$ cat src/rtl/multicycle_control_unit.sv
// Multi-cycle RV32I control unit. Each instruction walks FETCH/DECODE/EXEC/MEM/WB
// so one ALU and one memory port are shared across cycles. Memory uses a
// req/ready handshake guarded by a wait-cycle watchdog; illegal opcodes trap.
//
// State table:
//   state  | meaning
//   FETCH  | read instruction; on mem_ready load IR and advance PC by 4
//   DECODE | legality check, pick EXEC or WB (LUI)
//   EXEC   | ALU op; branch resolution; JAL PC redirect
//   MEM    | load/store data access
//   WB     | one-cycle register file write
//   TRAP   | illegal instruction or memory timeout; held until rst
//
// Ports:
//   clk, rst                    clock, synchronous active-high reset
//   opcode, funct3, funct7_5    IR fields
//   cero                        ALU zero flag (EXEC)
//   mem_ready                   memory completes the pending request
//   mem_req, MEM_RD, MEM_WR     memory request and direction
//   ir_wr, pc_wr, REG_WR        register enables
//   S_Mux_A/B/C                 PC source, ALU B source, writeback source
//   control_ALU                 ALU operation
//   state_o                     current state encoding
//   illegal_op, timeout_err     sticky error flags
module multicycle_control_unit #(
  parameter int ALU_OP_W   = 4,
  parameter int TIMEOUT    = 255,
  parameter int ENABLE_JAL = 1
) (
  input  logic                clk,
  input  logic                rst,
  input  logic [6:0]          opcode,
  input  logic [2:0]          funct3,
  input  logic                funct7_5,
  input  logic                cero,
  input  logic                mem_ready,
  output logic                mem_req,
  output logic                MEM_RD,
  output logic                MEM_WR,
  output logic                ir_wr,
  output logic                pc_wr,
  output logic [1:0]          S_Mux_A,
  output logic [1:0]          S_Mux_B,
  output logic [1:0]          S_Mux_C,
  output logic                REG_WR,
  output logic [ALU_OP_W-1:0] control_ALU,
  output logic [2:0]          state_o,
  output logic                illegal_op,
  output logic                timeout_err
);

  typedef enum logic [2:0] {
    S_FETCH  = 3'd0,
    S_DECODE = 3'd1,
    S_EXEC   = 3'd2,
    S_MEM    = 3'd3,
    S_WB     = 3'd4,
    S_TRAP   = 3'd7
  } state_t;

  localparam logic [6:0] OP_R   = 7'b0110011;
  localparam logic [6:0] OP_I   = 7'b0010011;
  localparam logic [6:0] OP_LD  = 7'b0000011;
  localparam logic [6:0] OP_ST  = 7'b0100011;
  localparam logic [6:0] OP_BR  = 7'b1100011;
  localparam logic [6:0] OP_LUI = 7'b0110111;
  localparam logic [6:0] OP_JAL = 7'b1101111;

  localparam logic [ALU_OP_W-1:0] ALU_ADD = ALU_OP_W'(0);
  localparam logic [ALU_OP_W-1:0] ALU_SUB = ALU_OP_W'(1);
  localparam logic [ALU_OP_W-1:0] ALU_AND = ALU_OP_W'(2);
  localparam logic [ALU_OP_W-1:0] ALU_OR  = ALU_OP_W'(3);
  localparam logic [ALU_OP_W-1:0] ALU_XOR = ALU_OP_W'(4);
  localparam logic [ALU_OP_W-1:0] ALU_SLT = ALU_OP_W'(5);
  localparam logic [ALU_OP_W-1:0] ALU_SLL = ALU_OP_W'(6);
  localparam logic [ALU_OP_W-1:0] ALU_SRL = ALU_OP_W'(7);
  localparam logic [ALU_OP_W-1:0] ALU_SRA = ALU_OP_W'(8);

  // Counter only needs to reach TIMEOUT, where it saturates.
  localparam int CNT_W = (TIMEOUT > 0) ? $clog2(TIMEOUT + 1) : 1;
  localparam logic [CNT_W-1:0] CNT_LIMIT = CNT_W'(TIMEOUT);

  state_t           state, state_next;
  logic [CNT_W-1:0] wait_cnt;
  logic             set_illegal, set_timeout;
  logic             wd_expired;
  logic             op_legal;

  // alt selects SUB for funct3=000 and SRA for funct3=101
  function automatic logic [ALU_OP_W-1:0] alu_sel(input logic [2:0] f3, input logic alt);
    case (f3)
      3'b000:  alu_sel = alt ? ALU_SUB : ALU_ADD;
      3'b111:  alu_sel = ALU_AND;
      3'b110:  alu_sel = ALU_OR;
      3'b100:  alu_sel = ALU_XOR;
      3'b010:  alu_sel = ALU_SLT;
      3'b001:  alu_sel = ALU_SLL;
      3'b101:  alu_sel = alt ? ALU_SRA : ALU_SRL;
      default: alu_sel = ALU_ADD;
    endcase
  endfunction

  always_comb begin
    op_legal = 1'b0;
    case (opcode)
      OP_R, OP_I, OP_LD, OP_ST, OP_LUI: op_legal = 1'b1;
      OP_BR:  op_legal = (funct3 == 3'b000) || (funct3 == 3'b001);
      OP_JAL: op_legal = (ENABLE_JAL != 0);
      default: op_legal = 1'b0;
    endcase
  end

  // Expiry only matters while waiting; a same-cycle mem_ready wins.
  assign wd_expired = (TIMEOUT > 0) && (wait_cnt == CNT_LIMIT) && !mem_ready;

  always_comb begin
    state_next  = state;
    mem_req     = 1'b0;
    MEM_RD      = 1'b0;
    MEM_WR      = 1'b0;
    ir_wr       = 1'b0;
    pc_wr       = 1'b0;
    S_Mux_A     = 2'b00;
    S_Mux_B     = 2'b00;
    S_Mux_C     = 2'b00;
    REG_WR      = 1'b0;
    control_ALU = ALU_ADD;
    set_illegal = 1'b0;
    set_timeout = 1'b0;

    case (state)
      S_FETCH: begin
        mem_req = 1'b1;
        MEM_RD  = 1'b1;
        if (mem_ready) begin
          ir_wr      = 1'b1;
          pc_wr      = 1'b1;
          state_next = S_DECODE;
        end else if (wd_expired) begin
          set_timeout = 1'b1;
          state_next  = S_TRAP;
        end
      end
      S_DECODE: begin
        if (!op_legal) begin
          set_illegal = 1'b1;
          state_next  = S_TRAP;
        end else if (opcode == OP_LUI) begin
          state_next = S_WB;
        end else begin
          state_next = S_EXEC;
        end
      end
      S_EXEC: begin
        state_next = S_FETCH;
        case (opcode)
          OP_R: begin
            control_ALU = alu_sel(funct3, funct7_5);
            state_next  = S_WB;
          end
          OP_I: begin
            S_Mux_B     = 2'b01;
            control_ALU = alu_sel(funct3, funct7_5 && (funct3 == 3'b101));
            state_next  = S_WB;
          end
          OP_LD: begin
            S_Mux_B    = 2'b01;
            state_next = S_MEM;
          end
          OP_ST: begin
            S_Mux_B    = 2'b10;
            state_next = S_MEM;
          end
          OP_BR: begin
            control_ALU = ALU_SUB;
            S_Mux_A     = 2'b01;
            // funct3[0]: 0 = BEQ, 1 = BNE
            pc_wr       = funct3[0] ? !cero : cero;
          end
          OP_JAL: begin
            pc_wr      = 1'b1;
            S_Mux_A    = 2'b10;
            state_next = S_WB;
          end
          default: state_next = S_FETCH;
        endcase
      end
      S_MEM: begin
        mem_req = 1'b1;
        MEM_RD  = (opcode == OP_LD);
        MEM_WR  = (opcode == OP_ST);
        if (mem_ready) begin
          state_next = (opcode == OP_LD) ? S_WB : S_FETCH;
        end else if (wd_expired) begin
          set_timeout = 1'b1;
          state_next  = S_TRAP;
        end
      end
      S_WB: begin
        REG_WR     = 1'b1;
        state_next = S_FETCH;
        case (opcode)
          OP_LUI: begin
            S_Mux_C = 2'b00;
            S_Mux_B = 2'b11;
          end
          OP_LD:   S_Mux_C = 2'b10;
          OP_JAL:  S_Mux_C = 2'b11;
          default: S_Mux_C = 2'b01;
        endcase
      end
      S_TRAP:  state_next = S_TRAP;
      default: state_next = S_FETCH;
    endcase

    // Everything quiet while reset is held, regardless of stale state.
    if (rst) begin
      mem_req     = 1'b0;
      MEM_RD      = 1'b0;
      MEM_WR      = 1'b0;
      ir_wr       = 1'b0;
      pc_wr       = 1'b0;
      S_Mux_A     = 2'b00;
      S_Mux_B     = 2'b00;
      S_Mux_C     = 2'b00;
      REG_WR      = 1'b0;
      control_ALU = ALU_ADD;
      set_illegal = 1'b0;
      set_timeout = 1'b0;
    end
  end

  always_ff @(posedge clk) begin
    if (rst) begin
      state       <= S_FETCH;
      wait_cnt    <= '0;
      illegal_op  <= 1'b0;
      timeout_err <= 1'b0;
    end else begin
      state <= state_next;
      if (set_illegal) illegal_op  <= 1'b1;
      if (set_timeout) timeout_err <= 1'b1;
      if (mem_req && mem_ready)
        wait_cnt <= '0;
      else if (mem_req && (TIMEOUT > 0) && (wait_cnt != CNT_LIMIT))
        wait_cnt <= wait_cnt + CNT_W'(1);
    end
  end

  assign state_o = state;

endmodule

$ cat config.mk
export PLATFORM = sky130hd
export DESIGN_NAME = multicycle_control_unit
export DESIGN_NICKNAME = d
export VERILOG_FILES = /design/src/rtl/multicycle_control_unit.sv
export SDC_FILE = /design/constraint.sdc
export NUM_CORES = 1
export LEC_CHECK = 0
export ABC_AREA = 0
export CAP_MARGIN = 30
export CORE_UTILIZATION = 45
export DETAILED_ROUTE_END_ITERATION = 8
export GPL_ROUTABILITY_DRIVEN = 0
export PLACE_DENSITY_LB_ADDON = 0.08
export SKIP_CTS_REPAIR_TIMING = 1
export SYNTH_ARGS = -nofsm -noshare
export SYNTH_HDL_FRONTEND = slang
export SYNTH_SLANG_ARGS = --single-unit
export TNS_END_PERCENT = 20
$ cat constraint.sdc
create_clock -name clk -period 3.4 [get_ports clk]
set_clock_uncertainty 0.15 [all_clocks]
set_input_delay 0.34 -clock clk [delete_from_list [all_inputs] [get_ports clk]]
set_output_delay 0.34 -clock clk [all_outputs]
set_load 0.02 [all_outputs]
==> impl_metrics.ini <==
[synthesis]
async_flop_share_pct = 0
synth_nets = 169
synth_edf_count = 0
yosys.cell_count.top_type = a21oi_1
yosys-top-cells-count = a21oi_1 (14), dfxtp_1 (13), nor2_1 (11)
syn_area_mm2 = 0.00112
ys.warnings.count = 0
ys_seq_elements = 13
synth_ff_type = dfxtp_1
synth_area_leaders = dfxtp_1 (23%), a21oi_1 (6.2%), or2_2 (3.9%)
syn_inst = 153
ys_seq_area_share_pct = 23.2
post_synth_num_cell_types = 45
yosys.area.top_type = dfxtp_1
syn_area_per_cell_um2 = 7.34
yosysTopAreaCellShare_pct = 23.2

[detailed_routing]
drt_iter0_markers = 51
routed_via_density = 6.00
wl_per_cell_um = 14.3
ant_nets = 0
drt_pass1_iterations = 4
finalWirelength_um = 3040
drc = 0
routed-via-count = 1277

[timing]
max_freq_ghz = 0.320
finalCritPeriodShare_pct = 91.9
hold_slack_ns = 0.304
slew_viol_final = 0
hold_viol = 0
max_slew.worst_pin.slew_ns = 0.501
layout_setup_ws_ns = 0.277
slew_headroom_pct = 66.5
setup_violations = 0
rsz0062_at_grt = false
setup_tns_ns = 0
fin_crit_ns = 3.12

[die]
rows = 17
die_area_mm2 = 0.00270
die_x_um = 52.0
core-area_mm2 = 0.00228
die_y_um = 52.0
initial_core_util_pct = 49.4
ios = 36

[run]
maxCapViolCount = 0

[clock_network]
cts_buffers = 3
cts_tree = yes
ctsLongestPathBuffers = 2
clk_pin_slew_ns = 0.09
htree_levels = 1
clkLatencyLatePin_ns = 0.28
clock-sinks = 13
cts_root_buffer = clkbuf_4

[grt]
grt_pass1_wl_um = 4820
grt_use_total_pct = 23.5
grt_antenna_before_repair = 0
grt_max_degree = 15
grt_pass1_vias = 1068
overflow = 0

[finish]
area_growth_syn_to_layout_pct = 34.4
drive_gt1_share_pct = 9.19
final_util_pct = 66.4
layout.nets = 202
diodes = 0
fillerInstances = 190

[worst_setup_path]
crit_chain = clkdlybuf4s50_1, or3b_2, or2_2, o22ai_1, clkdlybuf4s50_1
required_ns = 2.91
cp_common_cell = clkdlybuf4s50_1
rr_startpoint = state_o[0]
ff2ff_setup_slack_ns = 1.41
worst-path-max-fanout = 12
slowest_stage = clkdlybuf4s50_1
cp.arrival_ns = 2.63
worst_setup_path_start_kind = input pin
crit_start = opcode[6]
crit_path_max_incr_delay_ns = 0.64
critPathKind = in -> out
cp-end-kind = output port

[power_and_ir_drop]
ir_drop_mv = 0.360
powerDensity_mw_per_mm2 = 340
p_leak_nw = 0.485

[worst_hold_path]
hold_start = illegal_op
hp-class = reg -> reg

[placement]
place_ws_ns = 0.292
port_buffers = 35
dp.final_hpwl_um = 2250

[status]
status = finished clean
final timing paths:
path | endpoint | cells past startpoint
worst max-delay path | S_Mux_B[0] | 5
worst min-delay path | illegal_op | 2
worst max register to register | wait_cnt[5] | 4
worst min register to register | illegal_op | 2
layout make-up:
type | count | area [um^2] | share of cell area, %
Multi-Input combinational cell | 124 | 793 | 52.5
Timing Repair Buffer | 38 | 373 | 24.7
Sequential cell | 13 | 260 | 17.2
Tap cell | 28 | 35.0 | 2.32
Clock buffer | 4 | 26.3 | 1.74
Inverter | 6 | 22.5 | 1.49
cells in the final DEF, fill, tap and decap left out, types with 2 or more instances in the layout:
cell and instances:
xnor2_1 2, a21o_1 3, nand3_1 7, dfxtp_1 13
or4_1 4, a21oi_1 14, nor3_1 6, clkdlybuf4s50_1 35
buf_4 3, inv_1 6, nor4_1 5, nand4_1 2
or2_2 7, nand2_1 10, o21bai_1 2, nand2b_1 2
o21a_1 2, nor4b_1 2, nor2_1 11, o22ai_1 2
and3_1 3, o2111ai_1 2, nor2b_1 6, nand3b_1 3
o31ai_1 5, o41ai_1 2, a31oi_1 2, clkbuf_4 3
o21ai_0 4
critical path: cells and delay by family:
kind / cells / cell delay (ns)
buf+inv: 2 / 1.24
compound gates: 1 / 0.18
simple gates: 2 / 0.87
where the power goes:
part	leakage, nW	switching [mW]	internal, mW	total [mW]
combinational	0.364	0.122	0.106	0.228
sequential	0.106	0.0223	0.164	0.187
clock	0.0150	0.0529	0.0455	0.0984
total	0.485	0.197	0.316	0.514
metrics by stage:
| step | cells | total power [mW] | area (um^2) |
|---|---|---|---|
| final | 213 | 0.514 | 1510 |
| after global routing | 213 | 0.547 | 1510 |
| after CTS | 213 | 0.513 | 1510 |
| after detailed placement | 209 | 0.415 | 1480 |
| after global placement | 209 | 0.413 | 1480 |
| after floorplan | 153 | 0.338 | 1120 |
kinds of logic (layout without fill, tap and decap cells):
| family | count (synthesis) | count (layout) | synth area share [%] |
|---|---|---|---|
| AO/OA/AOI/OAI | 46 | 46 | 28.3 |
| XOR/XNOR | 4 | 4 | 4.79 |
| adder cells (fa/ha/maj) | 1 | 1 | 1.11 |
| buffers and inverters | 16 | 48 | 6.24 |
| flip-flops | 13 | 13 | 23.2 |
| AND/OR/NAND/NOR | 73 | 73 | 36.4 |
sequential cells by signal, indices dropped and copies added (netlist names):
signal	flops
state_o	3
timeout_err	1
wait_cnt	8
illegal_op	1
routing by layer:
layer | share of wire, % | GRT usage [%] | routed length (um)
met5 | 0 | 0 | 0
met4 | 0 | 2.25 | 0
met3 | 7.0 | 6.14 | 213
met2 | 47 | 38.2 | 1430
met1 | 46 | 31.9 | 1400
Note: power is estimated with default switching activity, not from simulation.
